--- src/rtl/alu_mul_sequencer.sv ---
// alu_mul_sequencer
// Multi-cycle sequencer that multiplies two unsigned WIDTH-bit operands
// (mod 2^WIDTH) by repeated addition. It drives an external combinational ALU
// and has no adder of its own. The ALU gets an operator code and two operands
// every cycle, and its C_bus result and zero flag come back in the same cycle.
//
// Handshake (start/busy/done):
//   start is a request strobe. It is accepted only on a rising edge where
//   busy=0, which means the FSM is in IDLE. On acceptance a_in/b_in are
//   captured and busy rises in the following cycle. It stays high until the
//   end of the DONE cycle. If start is asserted while busy=1 it is ignored,
//   and that includes the DONE cycle. done is a single-cycle pulse. result is
//   valid from the DONE cycle until the next accepted start.

module alu_mul_sequencer #(
    parameter int         WIDTH   = 16,
    parameter logic [2:0] OP_ADD  = 3'd0,
    parameter logic [2:0] OP_PASS = 3'd2,
    parameter logic [2:0] OP_ZER  = 3'd3,
    parameter logic [2:0] OP_DECA = 3'd4
) (
    input  logic             clk,
    input  logic             rst,
    input  logic             start,
    input  logic [WIDTH-1:0] a_in,
    input  logic [WIDTH-1:0] b_in,
    output logic             busy,
    output logic             done,
    output logic [WIDTH-1:0] result,
    output logic [2:0]       alu_op,
    output logic [WIDTH-1:0] alu_a,
    output logic [WIDTH-1:0] alu_b,
    input  logic [WIDTH-1:0] alu_c,
    input  logic             alu_z,
    output logic [2:0]       state_dbg
);

    typedef enum logic [2:0] {
        S_IDLE = 3'd0,
        S_CLR  = 3'd1,
        S_CHK  = 3'd2,
        S_ADD  = 3'd3,
        S_DEC  = 3'd4,
        S_DONE = 3'd5
    } state_t;

    state_t           state;
    logic [WIDTH-1:0] mcand;
    logic [WIDTH-1:0] cnt;
    logic [WIDTH-1:0] acc;

    assign state_dbg = state;

    // ALU drive: operator and operands are a pure function of state and registers
    always_comb begin
        alu_op = OP_ZER;
        alu_a  = '0;
        alu_b  = '0;
        case (state)
            S_IDLE: alu_op = OP_ZER;
            S_CLR:  alu_op = OP_ZER;
            S_CHK: begin
                alu_op = OP_PASS;
                alu_b  = cnt;
            end
            S_ADD: begin
                alu_op = OP_ADD;
                alu_a  = acc;
                alu_b  = mcand;
            end
            S_DEC: begin
                alu_op = OP_DECA;
                alu_a  = cnt;
            end
            S_DONE: alu_op = OP_ZER;
            default: alu_op = OP_ZER;
        endcase
    end

    // Control FSM with registered busy/done/result; all data updates come from alu_c
    always_ff @(posedge clk) begin
        if (rst) begin
            state  <= S_IDLE;
            busy   <= 1'b0;
            done   <= 1'b0;
            result <= '0;
            acc    <= '0;
            cnt    <= '0;
            mcand  <= '0;
        end else begin
            done <= 1'b0;
            case (state)
                S_IDLE: begin
                    if (start) begin
                        mcand <= a_in;
                        cnt   <= b_in;
                        busy  <= 1'b1;
                        state <= S_CLR;
                    end
                end
                S_CLR: begin
                    // acc is cleared through the ALU's zero operator
                    acc   <= alu_c;
                    state <= S_CHK;
                end
                S_CHK: begin
                    // A zero multiplier skips the loop entirely
                    if (alu_z) begin
                        result <= acc;
                        done   <= 1'b1;
                        state  <= S_DONE;
                    end else begin
                        state <= S_ADD;
                    end
                end
                S_ADD: begin
                    acc   <= alu_c;
                    state <= S_DEC;
                end
                S_DEC: begin
                    // acc is already final here because ADD wrote it last cycle
                    cnt <= alu_c;
                    if (alu_z) begin
                        result <= acc;
                        done   <= 1'b1;
                        state  <= S_DONE;
                    end else begin
                        state <= S_ADD;
                    end
                end
                S_DONE: begin
                    busy  <= 1'b0;
                    state <= S_IDLE;
                end
                default: begin
                    busy  <= 1'b0;
                    state <= S_IDLE;
                end
            endcase
        end
    end

    // Protocol invariants of the start/busy/done handshake
    a_done_busy: assert property (@(posedge clk) disable iff (rst) done |-> busy);
    a_done_pulse: assert property (@(posedge clk) disable iff (rst) done |=> !done);
    a_idle_not_busy: assert property (@(posedge clk) disable iff (rst) (state == S_IDLE) |-> !busy);

endmodule

--- config.mk ---
export PLATFORM = sky130hd
export DESIGN_NAME = alu_mul_sequencer
export DESIGN_NICKNAME = d
export VERILOG_FILES = /design/src/rtl/alu_mul_sequencer.sv
export SDC_FILE = /design/constraint.sdc
export NUM_CORES = 1
export LEC_CHECK = 0
export BUFFER_PORTS_ARGS = -buffer_cell sky130_fd_sc_hd__buf_2
export CORE_ASPECT_RATIO = 1.25
export CORE_MARGIN = 2
export CORE_UTILIZATION = 50
export DETAILED_ROUTE_END_ITERATION = 8
export PLACE_DENSITY = 0.8
export SKIP_LAST_GASP = 1
export SLEW_MARGIN = 40
export SYNTH_ARGS = -nofsm -noshare
export SYNTH_HDL_FRONTEND = slang
export SYNTH_SLANG_ARGS = --single-unit
--- constraint.sdc ---
create_clock -name clk -period 1.9 [get_ports clk]
set_input_delay 0.38 -clock clk [delete_from_list [all_inputs] [get_ports clk]]
set_output_delay 0.38 -clock clk [all_outputs]
set_load 0.005 [all_outputs]
# Yosys cells after proc, flatten, opt, wreduce, memory -nomap -nowiden
# Cells that the tools add are included.
# word_totals
inputBits,52
word_cells,35
regBits,69
out_inout_bits,56
# classes
n_bitwise,2
n_reduce_logical,10
eq_ne,5
mux,11
# op_table
op,count
$pmux W16 S2,3
$mux W16,1
$pmux W3 S4,1
$pmux W3 S3,1
$reduce_and A2 Y1,4
$eq A3 B2 Y1 const B,2
$mux W3,2
$reduce_or A2 Y1,3
$reduce_or A4 Y1,1
$eq A3 B1 Y1 const B,1
$eq A3 B3 Y1 const B,1
$logic_not A3 Y1,1
$mux W1,2
$ne A2 B2 Y1 const B,1
$not A1 Y1,2
$pmux W1 S2,1
$reduce_bool A2 Y1,1

# Depth between registers and ports, before layout
# depth
word_depth,4
ltp_mapped,6
ltp_nobuf,3

# Worst setup path before layout
# No wires, ideal clock.
# synth_timing
kind,register to output
from,register state[1] (netlist: state_dbg[1])
to,output port alu_b[10]
path_stages_with_launch,7
t_required_ns,1.520
n_path_buf,3
arrival_ns,1.394
slack_ns,0.126
path_cell_list,dfxtp_1 > buf_6 > nor2b_1 > nor2b_1 > clkbuf_1 > buf_2 > a22o_1
# synth_between
elab_chain_cells,2
elab_cells_between_ends,3
cone_classes,eq/ne (2); mux (1)
# synth_rtl
item,line,text
from (decl),47,state_t state;
from (signal assigned),83,state <= S_IDLE;
from (signal assigned),98,state <= S_CLR;
from (signal assigned),104,state <= S_CHK;
$eq A3 B2 Y1,59,case (state)
$pmux W16 S2 *,59,
to (decl),32,"output logic [WIDTH-1:0] alu_b,"
# Mark *: on every way between the ends. The rest lies on a longest branch, timed or not.

# Worst setup path after layout
# layout_timing
from,register state[2] (netlist: state_dbg[2])
to,output port alu_a[9]
# layout_between
elab_chain_cells,2
elab_cells_between_ends,3
cone_classes,eq/ne (2); mux (1)
# layout_rtl
item,line,text
$eq A3 B3 Y1 / $eq A3 B2 Y1 (equally long branches),59,
$pmux W16 S2 *,59,
to (decl),31,"output logic [WIDTH-1:0] alu_a,"
# Marked as above.

==> metrics.md <==
| Metric | Value |
|---|---|
| Layout cells sized above 1 | 35.4% |
| First-pass GRT wire length | 13000 um |
| Worst hold-check path type | in2reg |
| Register-to-Register Path Depth | 5 |
| Number of port buffers | 107 |
| Final ANT Viol Nets | 0 |
| Die X | 74.1 um |
| GRT overflow | 0 |
| CTS Buf Count | 9 |
| CP max FO | 5 |
| Ports | 108 |
| CTS HTree Levels | 3 |
| WL/cell | 16.1 um |
| MaxCap Viol Count | 0 |
| First-iteration detailed-routing DRC count | 201 |
| Syn_area_per_cell | 9.06 um2 |
| Worst-path clk slew | 0.08 ns |
| Maximum VDD drop | 0.477 mV |
| Crit start category | flop |
| Synthesis warning total | 0 |
| CP cell instances | buf_8, nor3b_4, buf_6, buf_6, a22o_1, buf_2 |
| Die H | 91.7 um |
| Part of the cycle the worst path needs | 105% |
| Final setup viols | 21 |
| Via count | 2891 |
| Routed WL | 8730 um |
| Unrepaired setup endpoints after global routing | true |
| Clk_lat worst skew | 0.34 ns |
| HPWL after DPL | 5670 um |
| Slowest CP cell | dfxtp_4 |
| Arrival @ worst endpoint | 1.61 ns |
| Critical path depth | 6 |
| Min Hold Slack | 0.253 ns |
| Number of antenna violations at the first check in global routing | 1 |
| Final worst slack | -0.0895 ns |
| Distinct cells, synth | 27 |
| Crit-path max cell delay | 0.38 ns |
| Worst Setup EP | alu_a[9] |
| Clock root buffer | clkbuf_8 |
| Row cnt | 31 |
| Fill cell count | 481 |
| CP Buf/Inv Count | 4 |
| Clock sink total | 69 |
| Hold_buf cts | 0 |
| Mapped Cells | 339 |
| Clk buf depth | 2 |
| Failing checks | negative setup slack |
| Seq/Total Area, Yosys | 45.0% |
| Crit Path Category | reg2out |
| GRT Total Usage | 25.1% |
| Post-synthesis cell area | 3070 um2 |
| Via density | 5.32 |
| FF-to-FF End | cnt[3] |
| Power density over cell area | 819 nW/um2 |
| Largest net degree at the start of global routing | 45 |
| DRT Pass-1 Iters | 5 |
| Clock Skews | 0.00887 ns |
| Max-slew violation count | 0 |
| Outcome | complete, but fails checks |
| Least-Margin Pin Slew | 0.698 ns |
| Pleak | 1.85 nW |
| #FFs+latches synth | 69 |
| Nets | 507 |
| CP Capture Type | primary output |
| Clock period minus worst slack | 1.99 ns |
| Hold Violations, Final | 0 |
| Layout area overhead | 35.1% |
| Share of the synthesized area in the top cell type | 45.0% |
| CTS tree | done |
| Syn nets | 391 |
| Worst r2r src | state_dbg[1] |
| Vias in the first global route | 2602 |
| Top delay family on crit path | buffers and inverters |
| Starting density of the core | 52.5% |
| DRC viols | 0 |
| Most used cell, CP | buf_6 |
| WP data required | 1.52 ns |
| Core area | 5860 um2 |
| GPL Wtd Cong | 0.884 |
| Flop-to-flop setup slack | 0.17 ns |
| Crit path from | state_dbg[2] |
| Place WS | 0.184 ns |
| Die Area | 6790 um2 |
| Synth area leaders | dfxtp_1 45%, a22o_1 9.1%, nand2_1 7.9% |
| Area leader, netlist | dfxtp_1 |
| F_max | 503 MHz |
| Relative slew slack | 53.3% |
-- power by group --
| part | total, W | internal (W) | switching (W) |
|---|---|---|---|
| registers | 0.00161 | 0.00154 | 0.0000772 |
| logic | 0.000489 | 0.000240 | 0.000249 |
| clock network | 0.00130 | 0.000739 | 0.000558 |
-- area by class of cell --
cell class                 instances  area [um2]  share of cell area [%]
multi-input combinational        239        1570                    37.9
timing repair buffer             136         867                    20.9
clock buffer                      10         128                    3.08
clock inverter                     6        87.6                    2.11
antenna                            1        2.50                  0.0603
tap                               82         103                    2.47
sequential                        69        1390                    33.5
-- cells by family after synthesis --
| logic type | synth area share [%] |
|---|---|
| simple gates | 23.3 |
| compound gates | 20.9 |
| flops | 45.0 |
| buf+inv | 5.33 |
| mux | 5.21 |
| xor+xnor | 0.285 |
-- cell usage after synthesis (all sizes together) --
cell type / number
nand2b: 34
and2: 17
a22o: 32
dfxtp: 69
nor2b: 5
xor2: 1
a21oi: 35
and3b: 1
a221o: 16
a2111oi: 1
nor2: 7
or4b: 1
nand2: 65
nor4b: 2
clkbuf: 15
or2: 1
o21ai: 2
nor3b: 1
buf: 16
a22oi: 1
nor3: 1
mux2i: 16
-- layout by cell type, fill, tap and decap left out, types with 3 or more instances in the layout --
cell type and instances:
a221o_1 16, a21oi_1 35, buf_4 13, nor2b_1 3, mux2i_1 16, buf_2 106
nand2b_1 34, buf_8 3, nand2_1 65, and2_1 16, buf_6 11, dfxtp_1 66
nor2_1 5, a22o_1 32, clkbuf_8 9
-- sequential cells by signal, indices dropped and copies added, names as in the netlist --
signal / flops
acc: 16
cnt: 16
mcand: 16
result: 16
state_dbg: 3
busy: 1
done: 1
-- through the flow --
step           area [um2]  power, W  cells  TNS (ns)  utilization [%]
2_1_floorplan        3070   0.00191    339         0                -
3_3_place_gp         3670   0.00205    511         0             62.7
3_5_place_dp         3680   0.00207    511         0             62.8
4_1_cts              4030   0.00338    537     -1.16             68.8
5_1_grt              4150   0.00353    543     -2.40             70.9
6_report             4150   0.00340    543    -0.759             70.9
-- repair_timing --
item,4_1_cts,5_1_grt
resized for setup,21,13
pin swaps,6,6
hold endpoints to repair,0,0
gates cloned,2,4
endpoints found under the setup margin,35,34
buffers inserted,8,1
-- how the worst min path moves through the flow --
stage	startpoint	to	slack, ns	cells after the start
after CTS	b_in[7]	cnt[7]	0.24	2
after floorplan	mcand[0]	mcand[0]	0.44	2
final	b_in[0]	cnt[0]	0.25	2
after global routing	b_in[10]	cnt[10]	0.25	2
after detailed placement	mcand[2]	mcand[2]	0.45	2
after global placement	mcand[5]	mcand[5]	0.44	2
-- metal layers --
| layer | share of wire, % | vias to the layer above | wire (um) | global-route usage, % |
|---|---|---|---|---|
| met3 | 6.7 | 24 | 584 | 5.16 |
| met1 | 40 | 1320 | 3500 | 32.0 |
| met4 | 3.9 | 0 | 342 | 13.3 |
| li1 | - | 1419 | - | - |
| met2 | 49 | 128 | 4300 | 39.1 |
| met5 | 0 | - | 0 | 0 |
No activity file was read; power rests on OpenSTA's default activity.
